--- src/rtl/uart_pkg.sv ---
// Shared constants and types for the UART transmit buffer.
package uart_pkg;

    localparam int unsigned BYTE_W = 8;

    // Handshake sequencer states
    typedef enum logic [1:0] {
        S_IDLE    = 2'd0,
        S_SEND    = 2'd1,
        S_RELEASE = 2'd2
    } state_t;

endpackage

--- src/rtl/byte_fifo.sv ---
// Synchronous circular byte FIFO with registered full/empty/count flags.
module byte_fifo
    import uart_pkg::*;
#(
    parameter int unsigned DEPTH_LOG2 = 4
) (
    input  logic                  clk,
    input  logic                  reset,
    input  logic                  push,
    input  logic                  pop,
    input  logic [BYTE_W-1:0]     wr_data,
    output logic [BYTE_W-1:0]     head_c,
    output logic                  full,
    output logic                  empty,
    output logic [DEPTH_LOG2:0]   count
);

    localparam int unsigned DEPTH = 1 << DEPTH_LOG2;
    localparam int unsigned PTR_W = DEPTH_LOG2;
    localparam int unsigned CNT_W = DEPTH_LOG2 + 1;

    logic [BYTE_W-1:0] mem [DEPTH];
    logic [PTR_W-1:0]  wr_ptr;
    logic [PTR_W-1:0]  rd_ptr;
    logic [CNT_W-1:0]  count_n;
    logic              push_ok;
    logic              pop_ok;

    // A push while full is refused even if a pop happens on the same edge
    assign push_ok = push && !full;
    assign pop_ok  = pop && !empty;
    assign head_c  = mem[rd_ptr];

    // Next occupancy; simultaneous push and pop leave it unchanged
    always_comb begin
        count_n = count;
        if (push_ok && !pop_ok) begin
            count_n = count + CNT_W'(1);
        end else if (pop_ok && !push_ok) begin
            count_n = count - CNT_W'(1);
        end
    end

    // Pointer and flag registers
    always_ff @(posedge clk) begin
        if (reset) begin
            wr_ptr <= '0;
            rd_ptr <= '0;
            count  <= '0;
            full   <= 1'b0;
            empty  <= 1'b1;
        end else begin
            if (push_ok) wr_ptr <= wr_ptr + PTR_W'(1);
            if (pop_ok)  rd_ptr <= rd_ptr + PTR_W'(1);
            count <= count_n;
            full  <= (count_n == CNT_W'(DEPTH));
            empty <= (count_n == '0);
        end
    end

    // Storage array; contents need no reset since pointers define validity
    always_ff @(posedge clk) begin
        if (push_ok) mem[wr_ptr] <= wr_data;
    end

endmodule

--- src/rtl/uart_tx_buffer.sv ---
// Byte FIFO plus DV/done handshake sequencer feeding a UART transmitter.
module uart_tx_buffer
    import uart_pkg::*;
#(
    parameter int unsigned DEPTH_LOG2 = 4
) (
    input  logic                  i_Clock,
    input  logic                  reset,
    input  logic                  i_Wr,
    input  logic [BYTE_W-1:0]     i_Wr_Data,
    input  logic                  i_Clear_Ovf,
    input  logic                  i_Tx_Done,
    output logic                  o_Tx_DV,
    output logic [BYTE_W-1:0]     o_Tx_Byte,
    output logic                  o_Full,
    output logic                  o_Empty,
    output logic [DEPTH_LOG2:0]   o_Count,
    output logic                  o_Overflow,
    output logic                  o_Busy
);

    state_t            state;
    state_t            state_n;
    logic              start_c;
    logic              pop_c;
    logic              dv_n;
    logic [BYTE_W-1:0] byte_n;
    logic [BYTE_W-1:0] head_c;

    byte_fifo #(.DEPTH_LOG2(DEPTH_LOG2)) u_fifo (
        .clk     (i_Clock),
        .reset   (reset),
        .push    (i_Wr),
        .pop     (pop_c),
        .wr_data (i_Wr_Data),
        .head_c  (head_c),
        .full    (o_Full),
        .empty   (o_Empty),
        .count   (o_Count)
    );

    // Launch a frame only when data is waiting and the done flag is low
    assign start_c = (state == S_IDLE) && !o_Empty && !i_Tx_Done;
    assign o_Busy  = !o_Empty || (state != S_IDLE);

    // State and handshake output registers
    always_ff @(posedge i_Clock) begin
        if (reset) begin
            state     <= S_IDLE;
            o_Tx_DV   <= 1'b0;
            o_Tx_Byte <= '0;
        end else begin
            state     <= state_n;
            o_Tx_DV   <= dv_n;
            o_Tx_Byte <= byte_n;
        end
    end

    // Next-state logic
    always_comb begin
        state_n = state;
        case (state)
            S_IDLE:    if (start_c)    state_n = S_SEND;
            S_SEND:    if (i_Tx_Done)  state_n = S_RELEASE;
            S_RELEASE: if (!i_Tx_Done) state_n = S_IDLE;
            default:                   state_n = S_IDLE;
        endcase
    end

    // Output logic: pop the head on launch, hold byte while sending
    always_comb begin
        pop_c  = 1'b0;
        dv_n   = 1'b0;
        byte_n = o_Tx_Byte;
        case (state)
            S_IDLE: begin
                if (start_c) begin
                    pop_c  = 1'b1;
                    dv_n   = 1'b1;
                    byte_n = head_c;
                end
            end
            S_SEND:    dv_n = !i_Tx_Done;
            S_RELEASE: dv_n = 1'b0;
            default:   dv_n = 1'b0;
        endcase
    end

    // Sticky overflow; a dropped write wins over a same-edge clear
    always_ff @(posedge i_Clock) begin
        if (reset) begin
            o_Overflow <= 1'b0;
        end else if (i_Wr && o_Full) begin
            o_Overflow <= 1'b1;
        end else if (i_Clear_Ovf) begin
            o_Overflow <= 1'b0;
        end
    end

endmodule

--- config.mk ---
export PLATFORM = sky130hd
export DESIGN_NAME = uart_tx_buffer
export DESIGN_NICKNAME = d
export VERILOG_FILES = /design/src/rtl/uart_pkg.sv /design/src/rtl/byte_fifo.sv /design/src/rtl/uart_tx_buffer.sv
export SDC_FILE = /design/constraint.sdc
export NUM_CORES = 1
export LEC_CHECK = 0
export BUFFER_PORTS_ARGS = -buffer_cell sky130_fd_sc_hd__buf_4
export CAP_MARGIN = 10
export CORE_UTILIZATION = 30
export DETAILED_ROUTE_END_ITERATION = 6
export HOLD_SLACK_MARGIN = 0.15
export PLACE_DENSITY = 0.46
export SLEW_MARGIN = 20
export SYNTH_ARGS = -nofsm -noshare
export SYNTH_HDL_FRONTEND = slang
export SYNTH_SLANG_ARGS = --single-unit
export TNS_END_PERCENT = 30
--- constraint.sdc ---
create_clock -name i_Clock -period 1.82 [get_ports i_Clock]
set_input_delay 0.273 -clock i_Clock [delete_from_list [all_inputs] [get_ports i_Clock]]
set_output_delay 0.273 -clock i_Clock [all_outputs]
set_load 0.1 [all_outputs]
---- Word level (Yosys, flattened, before mapping) ----
Memory sizes are Yosys's and may differ from the RTL's. A register that Yosys moved wholly into a read port is not among the register bits.
Cells that the tools add are included.
operators by class
  muxes and demuxes ....................... 13
  reduce and logical (&&, ||, !) cells .... 19
  add/sub/neg operators ................... 4
  eq/ne operators ......................... 6
operator list
  operator               number
  $mux W5                2
  $add A4 B1 Y4 const B  2
  $logic_and A1 B1 Y1    7
  $mux W1                6
  $mux W2                3
  $ne A2 B2 Y1 const B   3
  $pmux W2 S3            1
  $add A5 B1 Y5 const B  1
  $eq A5 B5 Y1 const B   1
  $logic_not A1 Y1       5
  $logic_not A5 Y1       1
  $sub A5 B1 Y5 const B  1
  $reduce_bool A2 Y1     2
  $reduce_and A3 Y1      1
  $eq A2 B1 Y1 const B   1
  $eq A2 B2 Y1 const B   1
  $logic_not A2 Y1       1
  $pmux W1 S2            1
  $reduce_and A2 Y1      1
  $logic_or A1 B1 Y1     1
storage, ports and cells
  output and inout bits ................... 18
  memories ................................ 1
  RAM bits ................................ 128
  input port bits ......................... 13
  word-level logic and storage cells ...... 51
  register bits after elaboration ......... 19
memories
  name        words  bits a word  rd ports  clocked after Yosys merged registers in  wr ports  line             RTL
  u_fifo.mem  16     8            1         1                                        1         byte_fifo.sv:22  logic [BYTE_W-1:0] mem [DEPTH];

---- Longest topological paths before layout ----
  depth after elaboration ................. 10
  gate-level depth with buffers ........... 7
  mapped depth without buffers ............ 6

---- By module ----
Synthesis repeated with hierarchy kept, for this count alone.
second synthesis, totals
  cells, all modules ...................... 342
  area, all modules ....................... 6411.1 sq um
modules (own cells, without submodules)
  module          area an instance (sq um)  sequential area each (sq um)  times used  cells an instance
  byte_fifo       5890.6                    4224.1                        1           293
  uart_tx_buffer  520.5                     240.2                         1           49

---- Worst setup path before layout ----
No wires, ideal clock.
  kind .................................... reg-to-reg
  from .................................... register u_fifo.full
  to ...................................... memory u_fifo.mem[3][0] (enable)
  cell stages (with the launch flop) ...... 5
  required time ........................... 1.437 ns
  buffers on the path ..................... 1
  arrival time ............................ 1.895 ns
  clock period less this slack ............ 2.278 ns
  slack ................................... -0.458 ns
  setup time .............................. 0.383 ns
  path through ............................ dfxtp_1 -> nor2b_1 -> clkbuf_1 -> nand2_1 -> nor3_1
between the ends
  longest elaborated chain between the ends .. 4
RTL lines
  element                        line             RTL
  start: declaration             byte_fifo.sv:13  output logic full,
  start signal: assignment       byte_fifo.sv:56  full <= (count_n == CNT_W'(DEPTH));
  $logic_not A1 Y1               byte_fifo.sv:30  assign push_ok = push && !full;
  $logic_and A1 B1 Y1            byte_fifo.sv:30
  $mux W1                        byte_fifo.sv:63  if (push_ok) mem[wr_ptr] <= wr_data;
  $mux W1 (implied by the code)  byte_fifo.sv:63
  end: declaration               byte_fifo.sv:22
No other way between the ends.

==> flow_summary.yaml <==
status:
  outcome: "complete, no violations"
setup_path:
  r2r_end: "o_Tx_Byte[1]$_SDFFE_PP0N_"
  startpoint_type: "flip-flop"
  crit_arrival_ns: 2.07
  r2r-start: "u_fifo.rd_ptr[0]$_SDFFE_PP0P_"
  r2r_cells: 6
  crit_fanout: 8
  cpPeakStageDelay_ns: 0.51
  reg2reg_slack_ns: 0.05
  worst_setup_path_end_kind: "flip-flop"
  crit_type: "reg2reg"
  crit_path_top_delay_cell: "mux4_2"
  crit_required_ns: 2.12
  crit_chain: "buf_12 -> mux4_2 -> a22oi_2 -> nand2_1 -> mux2i_1 -> nor2_1"
grt:
  grt_pass1_wl_microns: 20300
  grt_pass1_vias: 3318
  grt_max_degree: 36
  antenna_found_initial: 0
  grt_usage_pct: 14.0
  grt_remaining_overflow: 0
place:
  gp_congestion: 0.751
  dp_hpwl_microns: 8230
  place_area_sq_mm: 0.00684
  portBuffers: 30
routing:
  ant_nets: 0
  route.detailed.drc: 0
  first_pass_iters: 4
  vias: 3224
  vias_per_cell: 4.64
  drt_iter0_markers: 236
  avgRoutedWirePerCell_microns: 19.3
  wl_microns: 13400
synth:
  synth_fp_nets: 368
  yosys.area.top_type: "edfxtp_1"
  synth_top_area_share_pct: 63.2
  ys_seq_area_share_pct: 72.1
  async_flop_share_pct: 0
  synth-seq-cells: 155
  syn_area_sq_mm: 0.00608
  synth.most_common_cell: "edfxtp_1"
  synthTopCellsByCount: "edfxtp_1 (128), mux4_2 (32), nor2_1 (30), dfxtp_1 (27), nand2_1 (18)"
  ys_types: 33
  synth-warning-count: 0
  syn_inst: 348
  synth_ff_type: "edfxtp_1"
  synth-edff-count: 128
  avgSynthCellArea_sq_um: 17.5
  synthTopCellsByArea: "edfxtp_1 (63%), mux4_2 (12%), dfxtp_1 (8.9%)"
sta:
  hold_slack_ns: 0.161
  fin_skew_ns: 0.00865
  finalSetupViolations: 0
  slew_headroom_pct: 38.5
  finalCritPeriodShare_pct: 97.4
  drv_slew: 0
  hold_violations: 0
  setup_tns_ns: 0
  rsz0062_at_grt: "yes"
  fmax_ghz: 0.564
  worst_slew_pin_slew_ns: 0.921
  fin_crit_ns: 1.77
floorplan:
  die_w_microns: 144
  fp.coreArea_sq_mm: 0.0197
  placementRows: 51
  initial_core_util_pct: 30.9
  die_y_microns: 144
  die-area_sq_mm: 0.0208
  io_pins: 31
finish:
  antennaDiodeCount: 0
  syn2layout_area_growth_pct: 25.6
  stdcell_area_sq_mm: 0.00764
  drive_above_1_share_pct: 34.9
  nets: 437
clocking:
  cts_buffers: 17
  cts_tree: "built"
  cts.clk_slew.worst_paths_ns: 0.06
  cts_sinks: 155
  htree_levels: 4
  worstSkewPairLatency_ns: 0.42
  clockBufferDepth: 2
  cts_root_buf: "clkbuf_16"
pwr:
  p_sw_share_pct: 27.0
  p_switching_mw: 2.49
  ir_drop_mv: 0.624
  p_int_mw: 6.73
  p_comb_share_pct: 16.2
  leakagePower_nw: 2.57
  seq_power_share_pct: 44.0
  cellPowerDensity_mw_per_mm2: 1210
  p_clk_share_pct: 39.8
  finalPower_mw: 9.22
job:
  max_cap_violations: 0
hold_path:
  min_to: "u_fifo.mem[4][6]$_DFFE_PP_"
  worstHoldStart: "i_Wr_Data[6]"
  hold_path.class: "in2reg"
  hold_depth: 1
[area by class of cell]
class	count	area [sq um]
clock buffer	18	429
clock inverter	14	186
fill	1882	12000
inverter	7	26.3
multi-input combinational	169	1670
sequential	155	4400
tap	265	332
timing repair buffer	67	593
[power groups by stage]
stage          clock, mW  combinational, mW  sequential [mW]
6_report            3.67               1.49             4.06
3_3_place_gp           0               1.39             4.12
2_1_floorplan          0              0.665             4.47
4_1_cts             3.77               1.42             4.05
3_5_place_dp           0               1.40             4.12
5_1_grt             3.89               1.59             4.08
[cell usage in the layout, fill, tap and decap left out, types with 3 or more instances in the layout]
cell	synthesis	final
nor3_2	0	4
clkinvlp_4	0	5
a21oi_1	5	5
clkbuf_16	0	19
ha_1	7	7
xnor2_1	4	4
and2_1	4	4
inv_8	0	4
edfxtp_1	128	128
inv_1	7	7
mux2i_1	10	10
nand3_1	4	4
nor2b_1	4	4
bufinv_16	0	3
a22oi_1	17	10
nand2b_1	5	4
dlygate4sd3_1	0	4
buf_4	0	56
a22oi_2	0	7
nand2_1	18	18
xor2_1	6	6
nor2_1	30	30
mux4_2	32	32
dfxtp_2	0	5
buf_12	0	3
dfxtp_1	27	20
[registers in the layout, indices dropped and copies added (netlist names)]
name,count
o_Overflow,1
state,2
u_fifo.mem,128
u_fifo.count,5
u_fifo.rd_ptr,4
o_Tx_Byte,8
o_Tx_DV,1
u_fifo.empty,1
u_fifo.full,1
u_fifo.wr_ptr,4
[worst max path at each step]
stage | from | endpoint | slack [ns] | cells past startpoint
2_1_floorplan | u_fifo.full$_SDFF_PP0_ | u_fifo.mem[15][0]$_DFFE_PP_ | -0.03 | 4
3_3_place_gp | u_fifo.rd_ptr[0]$_SDFFE_PP0P_ | o_Tx_Byte[2]$_SDFFE_PP0N_ | -0.04 | 6
3_5_place_dp | u_fifo.rd_ptr[0]$_SDFFE_PP0P_ | o_Tx_Byte[1]$_SDFFE_PP0N_ | -0.06 | 6
4_1_cts | u_fifo.rd_ptr[0]$_SDFFE_PP0P_ | o_Tx_Byte[2]$_SDFFE_PP0N_ | 0.03 | 6
5_1_grt | u_fifo.rd_ptr[3]$_SDFFE_PP0P_ | o_Tx_Byte[7]$_SDFFE_PP0N_ | -0.02 | 5
6_report | u_fifo.rd_ptr[0]$_SDFFE_PP0P_ | o_Tx_Byte[1]$_SDFFE_PP0N_ | 0.05 | 6
[cell families (layout without fill, tap and decap cells)]
logic type	count (synthesis)	in the layout	synth area share [%]
buffers and inverters	24	106	1.61
AOI/OAI and AO/OA	31	31	3.68
xor gates and xnor gates	10	10	1.44
and+or+nand+nor	79	79	6.23
DFF	155	155	72.1
muxes	42	42	13.5
adders and majority gates	7	7	1.44
[repair_timing]
| item | in CTS | in global routing |
|---|---|---|
| hold buffers | 4 | 0 |
| hold endpoints to repair | 8 | 0 |
| buffers inserted | 0 | 4 |
| endpoints found under the setup margin | 4 | 9 |
| cloned | 0 | 2 |
| pin swaps | 0 | 4 |
| resized for setup | 4 | 9 |
[layer usage]
metal / part of all wire [%] / track usage, % / routed length, microns
met1: 47 / 18.9 / 6300
met2: 48 / 22.0 / 6480
met3: 3.6 / 3.38 / 480
met4: 1.1 / 4.82 / 142
met5: 0 / 0 / 0
[metrics by stage]
| step | utilization, % | instances | worst slack, ns |
|---|---|---|---|
| after detailed placement | 34.8 | 653 | -0.0565 |
| after CTS | 38.2 | 689 | 0.0321 |
| after global placement | 34.8 | 653 | -0.0353 |
| after floorplan | - | 348 | -0.0258 |
| after global routing | 38.9 | 695 | -0.0218 |
| final | 38.9 | 695 | 0.0466 |
[critical path: cells and delay by family (launching register included)]
| family | cells | cell delay (ns) |
|---|---|---|
| simple gates | 2 | 0.14 |
| compound gates | 1 | 0.27 |
| mux | 2 | 0.64 |
| buf+inv | 1 | 0.17 |
| flops | 1 | 0.43 |
Note: power is estimated with default switching activity, not from simulation.
